### config.mk
export PLATFORM = sky130hd
export DESIGN_NAME = mpw_wb_ctrl_flat
export DESIGN_NICKNAME = d
export VERILOG_FILES = /design/src/rtl/mpw_wb_if.sv /design/src/rtl/mpw_wb_ctrl.sv /design/src/flat_wrapper.sv
export SDC_FILE = /design/constraint.sdc
export NUM_CORES = 1
export LEC_CHECK = 0
export CORE_MARGIN = 2
export CORE_UTILIZATION = 42
export CTS_CLUSTER_SIZE = 10
export DETAILED_ROUTE_END_ITERATION = 7
export PLACE_DENSITY = 0.8
export SYNTH_ARGS = -nofsm -noshare
export SYNTH_HDL_FRONTEND = slang
export SYNTH_SLANG_ARGS = --single-unit
### constraint.sdc
create_clock -name wb_clk_i -period 3.6 [get_ports wb_clk_i]
set_input_delay 0.72 -clock wb_clk_i [delete_from_list [all_inputs] [get_ports wb_clk_i]]
set_output_delay 0.72 -clock wb_clk_i [all_outputs]
set_load 0.005 [all_outputs]
### src/rtl/mpw_wb_if.sv
// Wishbone slave bus bundle for the MPW harness front end.
interface mpw_wb_if;
    logic        wbs_stb_i;
    logic        wbs_cyc_i;
    logic        wbs_we_i;
    logic [3:0]  wbs_sel_i;
    logic [31:0] wbs_adr_i;
    logic [31:0] wbs_dat_i;
    logic        wbs_ack_o;
    logic [31:0] wbs_dat_o;

    modport slave (
        input  wbs_stb_i, wbs_cyc_i, wbs_we_i, wbs_sel_i, wbs_adr_i, wbs_dat_i,
        output wbs_ack_o, wbs_dat_o
    );
    modport master (
        output wbs_stb_i, wbs_cyc_i, wbs_we_i, wbs_sel_i, wbs_adr_i, wbs_dat_i,
        input  wbs_ack_o, wbs_dat_o
    );
endinterface

### src/rtl/mpw_wb_ctrl.sv
// Wishbone front end for the MPW design mux: select/reset/hold/input override,
// reset synchroniser, output change interrupt. Optional cycle counter: MPW_CYCLE_COUNTER_EN.
module mpw_wb_ctrl #(
    parameter int          N_IO       = 12,
    parameter int          SEL_W      = 6,
    parameter int          SYNC_DEPTH = 5,
    parameter logic [31:0] BASE_ADDR  = 32'h3000_0000
) (
    input  logic             wb_clk_i,
    input  logic             wb_rst_i,
    mpw_wb_if.slave          wb,
    input  logic [N_IO-1:0]  pad_in,
    input  logic [SEL_W-1:0] pad_sel,
    input  logic             pad_hold,
    input  logic             pad_reset,
    input  logic [N_IO-1:0]  des_out,
    output logic [N_IO-1:0]  des_in,
    output logic [SEL_W-1:0] des_sel,
    output logic             des_hold,
    output logic             des_reset,
    output logic             irq
);
    localparam logic [5:0] A_CTRL = 6'h00, A_SEL = 6'h01, A_DIN = 6'h02, A_DOUT = 6'h03,
                           A_STAT = 6'h04, A_MASK = 6'h05, A_CYC = 6'h06;

    logic [3:0]            ctrl_q;
    logic [SEL_W-1:0]      sel_q;
    logic [N_IO-1:0]       din_q, mask_q, dout_q, dout_p;
    logic                  pend_q;
    logic [SYNC_DEPTH-1:0] rst_sync;
    logic [31:0]           wm, rdata, cyc_val;
    logic [5:0]            word;
    logic                  req, wr, pend_set, pend_clr;
    logic                  ovr_en, irq_en;

    assign ovr_en = ctrl_q[0];
    assign irq_en = ctrl_q[3];
    assign word   = wb.wbs_adr_i[7:2];
    assign req    = wb.wbs_stb_i & wb.wbs_cyc_i & ~wb.wbs_ack_o &
                    (wb.wbs_adr_i[31:8] == BASE_ADDR[31:8]);
    assign wr     = req & wb.wbs_we_i;
    assign wm     = {{8{wb.wbs_sel_i[3]}}, {8{wb.wbs_sel_i[2]}},
                     {8{wb.wbs_sel_i[1]}}, {8{wb.wbs_sel_i[0]}}};

    logic unused_ok;
    assign unused_ok = ^{wb.wbs_adr_i[1:0], wb.wbs_dat_i, wm};

    // Source mux: firmware override or pads, switched together
    assign des_in   = ovr_en ? din_q     : pad_in;
    assign des_hold = ovr_en ? ctrl_q[2] : pad_hold;
    logic [SEL_W-1:0] src_sel;
    logic             src_reset;
    assign src_sel   = ovr_en ? sel_q     : pad_sel;
    assign src_reset = ovr_en ? ctrl_q[1] : pad_reset;

    always_ff @(posedge wb_clk_i or posedge wb_rst_i) begin
        if (wb_rst_i) begin
            des_sel  <= '0;
            rst_sync <= '1;
        end else begin
            des_sel  <= src_sel;
            rst_sync <= {rst_sync[SYNC_DEPTH-2:0], src_reset};
        end
    end
    assign des_reset = rst_sync[SYNC_DEPTH-1];

    // Change detect is suppressed while the design is held in reset
    assign pend_set = (|((dout_q ^ dout_p) & mask_q)) & ~des_reset;
    assign pend_clr = wr && word == A_STAT && wb.wbs_sel_i[0] && wb.wbs_dat_i[0];
    assign irq      = pend_q & irq_en;

    always_ff @(posedge wb_clk_i or posedge wb_rst_i) begin
        if (wb_rst_i) begin
            ctrl_q <= '0;
            sel_q  <= '0;
            din_q  <= '0;
            mask_q <= '0;
            dout_q <= '0;
            dout_p <= '0;
            pend_q <= 1'b0;
        end else begin
            dout_q <= des_out;
            dout_p <= dout_q;
            pend_q <= pend_set | (pend_q & ~pend_clr);
            if (wr && word == A_CTRL)
                ctrl_q <= (ctrl_q & ~wm[3:0]) | (wb.wbs_dat_i[3:0] & wm[3:0]);
            if (wr && word == A_SEL)
                sel_q <= (sel_q & ~wm[SEL_W-1:0]) | (wb.wbs_dat_i[SEL_W-1:0] & wm[SEL_W-1:0]);
            if (wr && word == A_DIN)
                din_q <= (din_q & ~wm[N_IO-1:0]) | (wb.wbs_dat_i[N_IO-1:0] & wm[N_IO-1:0]);
            if (wr && word == A_MASK)
                mask_q <= (mask_q & ~wm[N_IO-1:0]) | (wb.wbs_dat_i[N_IO-1:0] & wm[N_IO-1:0]);
        end
    end

`ifdef MPW_CYCLE_COUNTER_EN
    logic [31:0] cyc_q;
    always_ff @(posedge wb_clk_i or posedge wb_rst_i) begin
        if (wb_rst_i)       cyc_q <= '0;
        else if (des_reset) cyc_q <= '0;
        else                cyc_q <= cyc_q + 32'd1;
    end
    assign cyc_val = cyc_q;
`else
    assign cyc_val = 32'd0;
`endif

    always_comb begin
        rdata = 32'd0;
        case (word)
            A_CTRL: rdata = {28'd0, ctrl_q};
            A_SEL:  rdata = 32'(sel_q);
            A_DIN:  rdata = 32'(din_q);
            A_DOUT: rdata = 32'(dout_q);
            A_STAT: rdata = {30'd0, des_reset, pend_q};
            A_MASK: rdata = 32'(mask_q);
            A_CYC:  rdata = cyc_val;
            default: rdata = 32'd0;
        endcase
    end

    always_ff @(posedge wb_clk_i or posedge wb_rst_i) begin
        if (wb_rst_i) begin
            wb.wbs_ack_o <= 1'b0;
            wb.wbs_dat_o <= '0;
        end else begin
            wb.wbs_ack_o <= req;
            wb.wbs_dat_o <= (req && !wb.wbs_we_i) ? rdata : 32'd0;
        end
    end
endmodule

### src/flat_wrapper.sv
// flat-port wrapper written by rule: the top's interface ports become plain ports
module mpw_wb_ctrl_flat 
#(
    parameter int          N_IO       = 12,
    parameter int          SEL_W      = 6,
    parameter int          SYNC_DEPTH = 5,
    parameter logic [31:0] BASE_ADDR  = 32'h3000_0000
)
  (wb_clk_i, wb_rst_i, pad_in, pad_sel, pad_hold, pad_reset, des_out, des_in, des_sel, des_hold, des_reset, irq, wb_wbs_stb_i, wb_wbs_cyc_i, wb_wbs_we_i, wb_wbs_sel_i, wb_wbs_adr_i, wb_wbs_dat_i, wb_wbs_ack_o, wb_wbs_dat_o);
  mpw_wb_if wb_i ();
  input  logic wb_clk_i;
  input  logic wb_rst_i;
  input  logic [N_IO-1:0] pad_in;
  input  logic [SEL_W-1:0] pad_sel;
  input  logic pad_hold;
  input  logic pad_reset;
  input  logic [N_IO-1:0] des_out;
  output logic [N_IO-1:0] des_in;
  output logic [SEL_W-1:0] des_sel;
  output logic des_hold;
  output logic des_reset;
  output logic irq;
  input wire logic [$bits(wb_i.wbs_stb_i)-1:0] wb_wbs_stb_i;
  input wire logic [$bits(wb_i.wbs_cyc_i)-1:0] wb_wbs_cyc_i;
  input wire logic [$bits(wb_i.wbs_we_i)-1:0] wb_wbs_we_i;
  input wire logic [$bits(wb_i.wbs_sel_i)-1:0] wb_wbs_sel_i;
  input wire logic [$bits(wb_i.wbs_adr_i)-1:0] wb_wbs_adr_i;
  input wire logic [$bits(wb_i.wbs_dat_i)-1:0] wb_wbs_dat_i;
  output wire logic [$bits(wb_i.wbs_ack_o)-1:0] wb_wbs_ack_o;
  output wire logic [$bits(wb_i.wbs_dat_o)-1:0] wb_wbs_dat_o;
  assign wb_i.wbs_stb_i = wb_wbs_stb_i;
  assign wb_i.wbs_cyc_i = wb_wbs_cyc_i;
  assign wb_i.wbs_we_i = wb_wbs_we_i;
  assign wb_i.wbs_sel_i = wb_wbs_sel_i;
  assign wb_i.wbs_adr_i = wb_wbs_adr_i;
  assign wb_i.wbs_dat_i = wb_wbs_dat_i;
  assign wb_wbs_ack_o = wb_i.wbs_ack_o;
  assign wb_wbs_dat_o = wb_i.wbs_dat_o;
  mpw_wb_ctrl #(.N_IO(N_IO), .SEL_W(SEL_W), .SYNC_DEPTH(SYNC_DEPTH), .BASE_ADDR(BASE_ADDR)) u_core (.wb_clk_i(wb_clk_i), .wb_rst_i(wb_rst_i), .wb(wb_i), .pad_in(pad_in), .pad_sel(pad_sel), .pad_hold(pad_hold), .pad_reset(pad_reset), .des_out(des_out), .des_in(des_in), .des_sel(des_sel), .des_hold(des_hold), .des_reset(des_reset), .irq(irq));
endmodule
Yosys cells after proc, flatten, opt, wreduce, memory -nomap -nowiden --
Cells that the tools add are included.
Storage, ports and cells: bits in registers 103, bits in latches 0, memory bits (writable) 0, memory bits (read-only) 0, output and inout bits 54, memories 0
Operators by class: $add $sub $neg 0, multipliers 0, divide/modulo/power cells 0, magnitude comparators 0, equal/unequal tests 6, shift-type cells 0, multiplexer cells 6, bitwise gates (word level) 27, reduce and logical (&&, ||, !) cells 11
Operator list (count):
- $pmux W12 S6 | 1
- $and A12 B12 Y12 | 4
- $eq A24 B22 Y1 const B | 1
- $mux W12 | 2
- $or A12 B12 Y12 | 2
- $and A6 B6 Y6 | 2
- $eq A6 B2 Y1 const B | 2
- $eq A6 B3 Y1 const B | 2
- $not A12 Y12 | 1
- $reduce_or A12 Y1 | 1
- $xor A12 B12 Y12 | 1
- $and A4 B4 Y4 | 2
- $logic_and A1 B1 Y1 | 8
- $and A1 B1 Y1 | 7
- $eq A6 B1 Y1 const B | 1
- $logic_not A6 Y1 | 1
- $mux W6 | 1
- $not A6 Y6 | 1
- $or A6 B6 Y6 | 1
- $not A4 Y4 | 1
- $or A4 B4 Y4 | 1
- $not A1 Y1 | 3
- $mux W1 | 2
- $logic_not A1 Y1 | 1
- $or A1 B1 Y1 | 1

Depth between registers and ports, before layout --
Gate-level depths: netlist of run 1.
depth in word-level cells 10, mapped depth 7, depth with buffers taken out 5

Least setup slack after synthesis of run 1 --
No wires, ideal clock.
kind input port to flip-flop, start input port wb_wbs_adr_i[5], end register with a tool-made name, arrival 2.256 ns, slack 1.219 ns, stages on the path 7, cells stage by stage nor4_4 and2_1 buf_4 and2b_2 and4_4 buf_12 mux2_4
RTL lines:
- from (decl) | RTL line flat_wrapper.sv:27 | input wire logic [$bits(wb_i.wbs_adr_i)-1:0] wb_wbs_adr_i;

==> impl_metrics.tcl, run 1 <==
set metrics [dict create \
    yosysWarnings 0 \
    start_util_pct 42.90 \
    wl_mm 9.090 \
    final_common_cell "clkdlybuf4s50_1" \
    place_hpwl_mm 6.512 \
    wl_per_cell_um 17.96 \
    placed_cells 490 \
    reg2reg_depth 6 \
    slew_violations 0 \
    grt_pass1_vias 2689 \
    crit_slowest_cell "dfrtp_1" \
    dieHeight_um 97.92 \
    path_clk_slew_ps 80 \
    reg2reg_from "u_core.wb.wbs_ack_o" \
    worstPathRequired_ps 2880 \
    cts_max_level 3 \
    grt_usage_pct 19.38 \
    rrSetupSlack_ps 1520 \
    worst_slack_ps 600.7 \
    synth.distinct_cells 35 \
    tightest_slew_ps 1049 \
    io-pin-count 159 \
    ys_ff_latch 83 \
    hp-class "flip-flop to flip-flop" \
    status "complete, no violations" \
    drtPass1Iterations 4 \
    pre_cts_ws_ps 511.8 \
    grt_pass1_wl_mm 14.13 \
    final_cell_mix "clkdlybuf4s50_1 (114), dfrtp_1 (78), mux2_2 (54)" \
    cts_made_buffers 9 \
    p_leak_uw 0.002240 \
    top_usage_layer "met2" \
    fin_area_um2 5147 \
    post_cts_buffers 0 \
    met2_usage_pct 31.40 \
    crit_path_start_kind "flip-flop" \
    setup_tns_ps 0 \
    core-area_um2 8636 \
    final_layout_size_suffix_gt1_share_pct 23.87 \
    setup_violations 0 \
    synth-seq-area-share_pct 56.23 \
    cp-end-kind "output port" \
    drc 0 \
    crit_chain "buf_4 > mux2_2 > clkdlybuf4s50_1" \
    use_met1_pct 24.15 \
    die_w_um 97.92 \
    drtAntennaViolNets 0 \
    drv_cap 0 \
    grt_overflow 0 \
    synth_area_per_cell_um2 13.67 \
    rsz0062_at_grt "no" \
    min_period_over_period_pct 83.31 \
    layout.cells.non_filler 506 \
    max_freq_ghz 0.3334 \
    insertedDiodeCount 0 \
    finClkSkew_ps 6.083 \
    crit_end "des_in[4]" \
    period_needed_ps 2999 \
    fp-row-count 34 \
    drt_iter0_drc 116 \
    final_nets 498 \
    slew_headroom_pct 30.09 \
    clockBufferDepth 2 \
    cts.sinks 83 \
    numPortBuffers 114 \
    hold_path_depth 0 \
    postSynthCellCount 271 \
    critPathKind "flip-flop to output port" \
    cp_data_arrival_time_ps 2280 \
    hold_viol 0 \
    placed_cell_area_um2 4905 \
    synth_area_um2 3705 \
    postCtsHoldBufs 0 \
    peakVddDrop_v 0.0002176 \
    syn_to_final_growth_pct 38.94 \
    via_per_inst 5.213 \
    crit_fanout 16 \
    grt_max_degree 63 \
    gp_congestion 0.7821 \
    vias 2638 \
    die-area_um2 9588 \
    powerDensity_nw_per_um2 382.7 \
    cpPeakStageDelay_ps 810 \
    insertion_delay_ps 360 \
    post_cts_resized 0 \
    cts_tree "yes" \
    antenna_found_initial 0 \
    reg2reg_to "u_core.wb.wbs_dat_o[0]" \
    grt.met3_usage_pct 6.084 \
    clockRootBuffer "clkbuf_8" \
]
where the power goes:
group | internal, µW | switching (µW)
sequential | 954 | 12.1
clock | 481 | 330
combinational | 122 | 71.7
total | 1560 | 414
per-layer routing:
metal | wire (µm) | up-vias
met5 | 0 | -
met4 | 181 | 0
met3 | 803 | 16
met2 | 4393 | 124
met1 | 3712 | 1314
li1 | - | 1184
cell type report:
| class | instances | area, µm² |
|---|---|---|
| clock buffer | 12 | 145.1 |
| inverter | 1 | 5.005 |
| clock inverter | 4 | 97.59 |
| timing repair buffer | 123 | 1209 |
| sequential | 83 | 2083 |
| tap | 108 | 135.1 |
| fill | 681 | 3488 |
| multi-input combinational | 175 | 1473 |
cells in the mapped netlist, drive strengths merged:
cell | count | area share [%]
nand3 | 1 | 0.13
buf | 28 | 5.5
clkbuf | 3 | 0.30
inv | 1 | 0.10
conb | 1 | 0.10
nand2 | 6 | 0.61
nor3 | 2 | 0.41
dfstp | 5 | 3.5
nor4b | 1 | 0.24
nor4 | 5 | 1.2
xor2 | 12 | 2.8
a221oi | 3 | 0.71
a21o | 1 | 0.20
a31oi | 1 | 0.17
and2b | 1 | 0.24
and3b | 2 | 0.47
and2 | 5 | 0.84
nor2b | 1 | 0.17
and4 | 6 | 1.5
nand4 | 3 | 0.51
nor2 | 10 | 1.0
a22o | 15 | 3.5
dfrtp | 78 | 53
mux2 | 62 | 20
nand3b | 1 | 0.20
a21oi | 6 | 0.81
a22oi | 11 | 2.2
how the worst min path moves through the flow:
stage | from | endpoint
after floorplan | u_core.rst_sync[0] | u_core.rst_sync[1]
after global placement | u_core.rst_sync[3] | u_core.rst_sync[4]
final | u_core.rst_sync[1] | u_core.rst_sync[2]
after detailed placement | u_core.rst_sync[3] | u_core.rst_sync[4]
after global routing | u_core.rst_sync[1] | u_core.rst_sync[2]
after CTS | u_core.rst_sync[1] | u_core.rst_sync[2]
critical path, delay by kind of cell (launching register included):
kind / cells / cell delay, ps
muxes: 1 / 360
DFF: 1 / 810
buffers and inverters: 2 / 760
kinds of logic after synthesis:
family	after synthesis	synth area share, %
other cells	1	0.1012
xor+xnor	12	2.837
buf+inv	32	5.944
mux	62	19.66
simple gates	44	7.565
compound gates	37	7.667
flops	83	56.23
through the flow:
step	util (%)	hold slack, ps	total power (µW)
global route	59.61	357.3	2038
detailed placement	56.80	346.9	1178
floorplan	-	345.2	1055
global placement	56.80	345.4	1175
finish	59.61	358.1	1970
CTS	59.61	356.3	1980
No activity file was read; power rests on OpenSTA's default activity.
==> run 2: changes to the inputs <==
Clock period 3.6 ns to 3.1 ns, I/O delays scaled along.
==> impl_metrics.tcl, run 2 (same netlist as run 1, synthesis figures left out) <==
set metrics [dict create \
    crit_chain "buf_4 > mux2_2 > clkdlybuf4s50_1" \
    final_layout_size_suffix_gt1_share_pct 24.50 \
    cts.sinks 83 \
    vias 2635 \
    finClkSkew_ps 14.79 \
    antenna_found_initial 0 \
    grt_overflow 0 \
    swShare_pct 23.09 \
    worst_slack_ps 315.5 \
    clockBufferDepth 2 \
    via_per_inst 5.187 \
    p_leak_uw 0.002231 \
    critPathTopFamily "buffers and inverters" \
    num-fill-cells 683 \
    numPortBuffers 114 \
    post_cts_buffers 0 \
    drv_cap 0 \
    grt_pass1_vias 2698 \
    die-area_um2 9588 \
    tightest_slew_ps 641.8 \
    cts_tree "yes" \
    grt_usage_pct 19.29 \
    slew_headroom_pct 57.16 \
    pwr-share-seq_pct 54.5 \
    drtPass1Iterations 4 \
    drt_iter0_drc 182 \
    gp_congestion 0.8238 \
    setup_violations 0 \
    hold_path_depth 0 \
    insertedDiodeCount 0 \
    path_clk_slew_ps 90 \
    dieHeight_um 97.92 \
    core-area_um2 8636 \
    max_freq_ghz 0.3591 \
    p_int_uw 1584 \
    drtAntennaViolNets 0 \
    final_cell_mix "clkdlybuf4s50_1 (114), dfrtp_1 (78), mux2_2 (54)" \
    crit_path_start_kind "flip-flop" \
    cp-end-kind "output port" \
    wl_per_cell_um 17.90 \
    cp_data_arrival_time_ps 2160 \
    placed_cells 493 \
    path_depth 3 \
    fp-row-count 34 \
    p_clk_share_pct 34.5 \
    final_nets 501 \
    pre_cts_ws_ps 218.7 \
    power.switching_uw 475.4 \
    grt_pass1_wl_mm 14.30 \
    start_util_pct 42.90 \
    clockRootBuffer "clkbuf_8" \
    power_uw 2059 \
    status "complete, no violations" \
    crit_fanout 13 \
    powerDensity_nw_per_um2 402.5 \
    crit_slowest_cell "dfrtp_1" \
    hold_viol 0 \
    post_cts_resized 0 \
    critPathBufInv 2 \
    place_hpwl_mm 6.604 \
    reg2reg_depth 6 \
    insertion_delay_ps 360 \
    wl_mm 9.093 \
    cpPeakStageDelay_ps 660 \
    layout.cells.non_filler 508 \
    setup_tns_ps 0 \
    final_common_cell "clkdlybuf4s50_1" \
    cts_max_level 3 \
    hp-class "flip-flop to flip-flop" \
    grt_max_degree 49 \
    postCtsHoldBufs 0 \
    drc 0 \
    rsz0062_at_grt "no" \
    p_comb_share_pct 11.0 \
    period_needed_ps 2785 \
    syn_to_final_growth_pct 38.10 \
    cts_made_buffers 9 \
    worstPathRequired_ps 2480 \
    critPathKind "flip-flop to output port" \
    peakVddDrop_v 0.0002214 \
    min_period_over_period_pct 89.82 \
    die_w_um 97.92 \
    io-pin-count 159 \
    slew_violations 0 \
]
==> run 2: area by class of cell <==
cell class,instances,area (µm²),share of cell area [%]
Clock buffer,12,155.1,3.033
Multi-Input combinational cell,175,1473,28.78
Sequential cell,83,2083,40.72
Clock inverter,3,21.27,0.4157
Timing Repair Buffer,126,1244,24.31
Tap cell,108,135.1,2.641
Inverter,1,5.005,0.09782
==> run 2: power groups by stage <==
stage / Clock, µW / Sequential [µW] / Combinational, µW
finish: 710 / 1120 / 227
global route: 770 / 1120 / 245
detailed placement: 0 / 1140 / 228
CTS: 724 / 1120 / 230
floorplan: 0 / 1140 / 85.8
global placement: 0 / 1140 / 225
==> run 2: per-stage QoR <==
stage	utilization (%)	hold slack, ps	cell area (µm²)
global route	59.24	366.1	5116
global placement	57.20	345.3	4940
floorplan	-	345.2	3776
CTS	59.24	358.4	5116
detailed placement	57.20	346.8	4940
finish	59.24	357.4	5116
==> run 2: metal layers <==
layer	vias to the layer above	global-route usage [%]	share of wire [%]
li1	1188	-	-
met1	1302	25.27	41
met2	133	31.40	49
met3	12	4.868	8.2
met4	0	6.731	1.4
met5	-	0	0
==> run 2: worst paths after layout <==
| check | endpoint | slack, ps | startpoint |
|---|---|---|---|
| max | des_in[2] | 320 | flip-flop |
| min | u_core.rst_sync[4] | 360 | u_core.rst_sync[3] |
| max reg2reg | flip-flop | 1180 | u_core.wb.wbs_ack_o |
| min reg2reg | u_core.rst_sync[4] | 360 | u_core.rst_sync[3] |
| max in group asynchronous | u_core.rst_sync[3] | 1750 | wb_rst_i |
| min in group asynchronous | u_core.dout_q[7] | 650 | wb_rst_i |
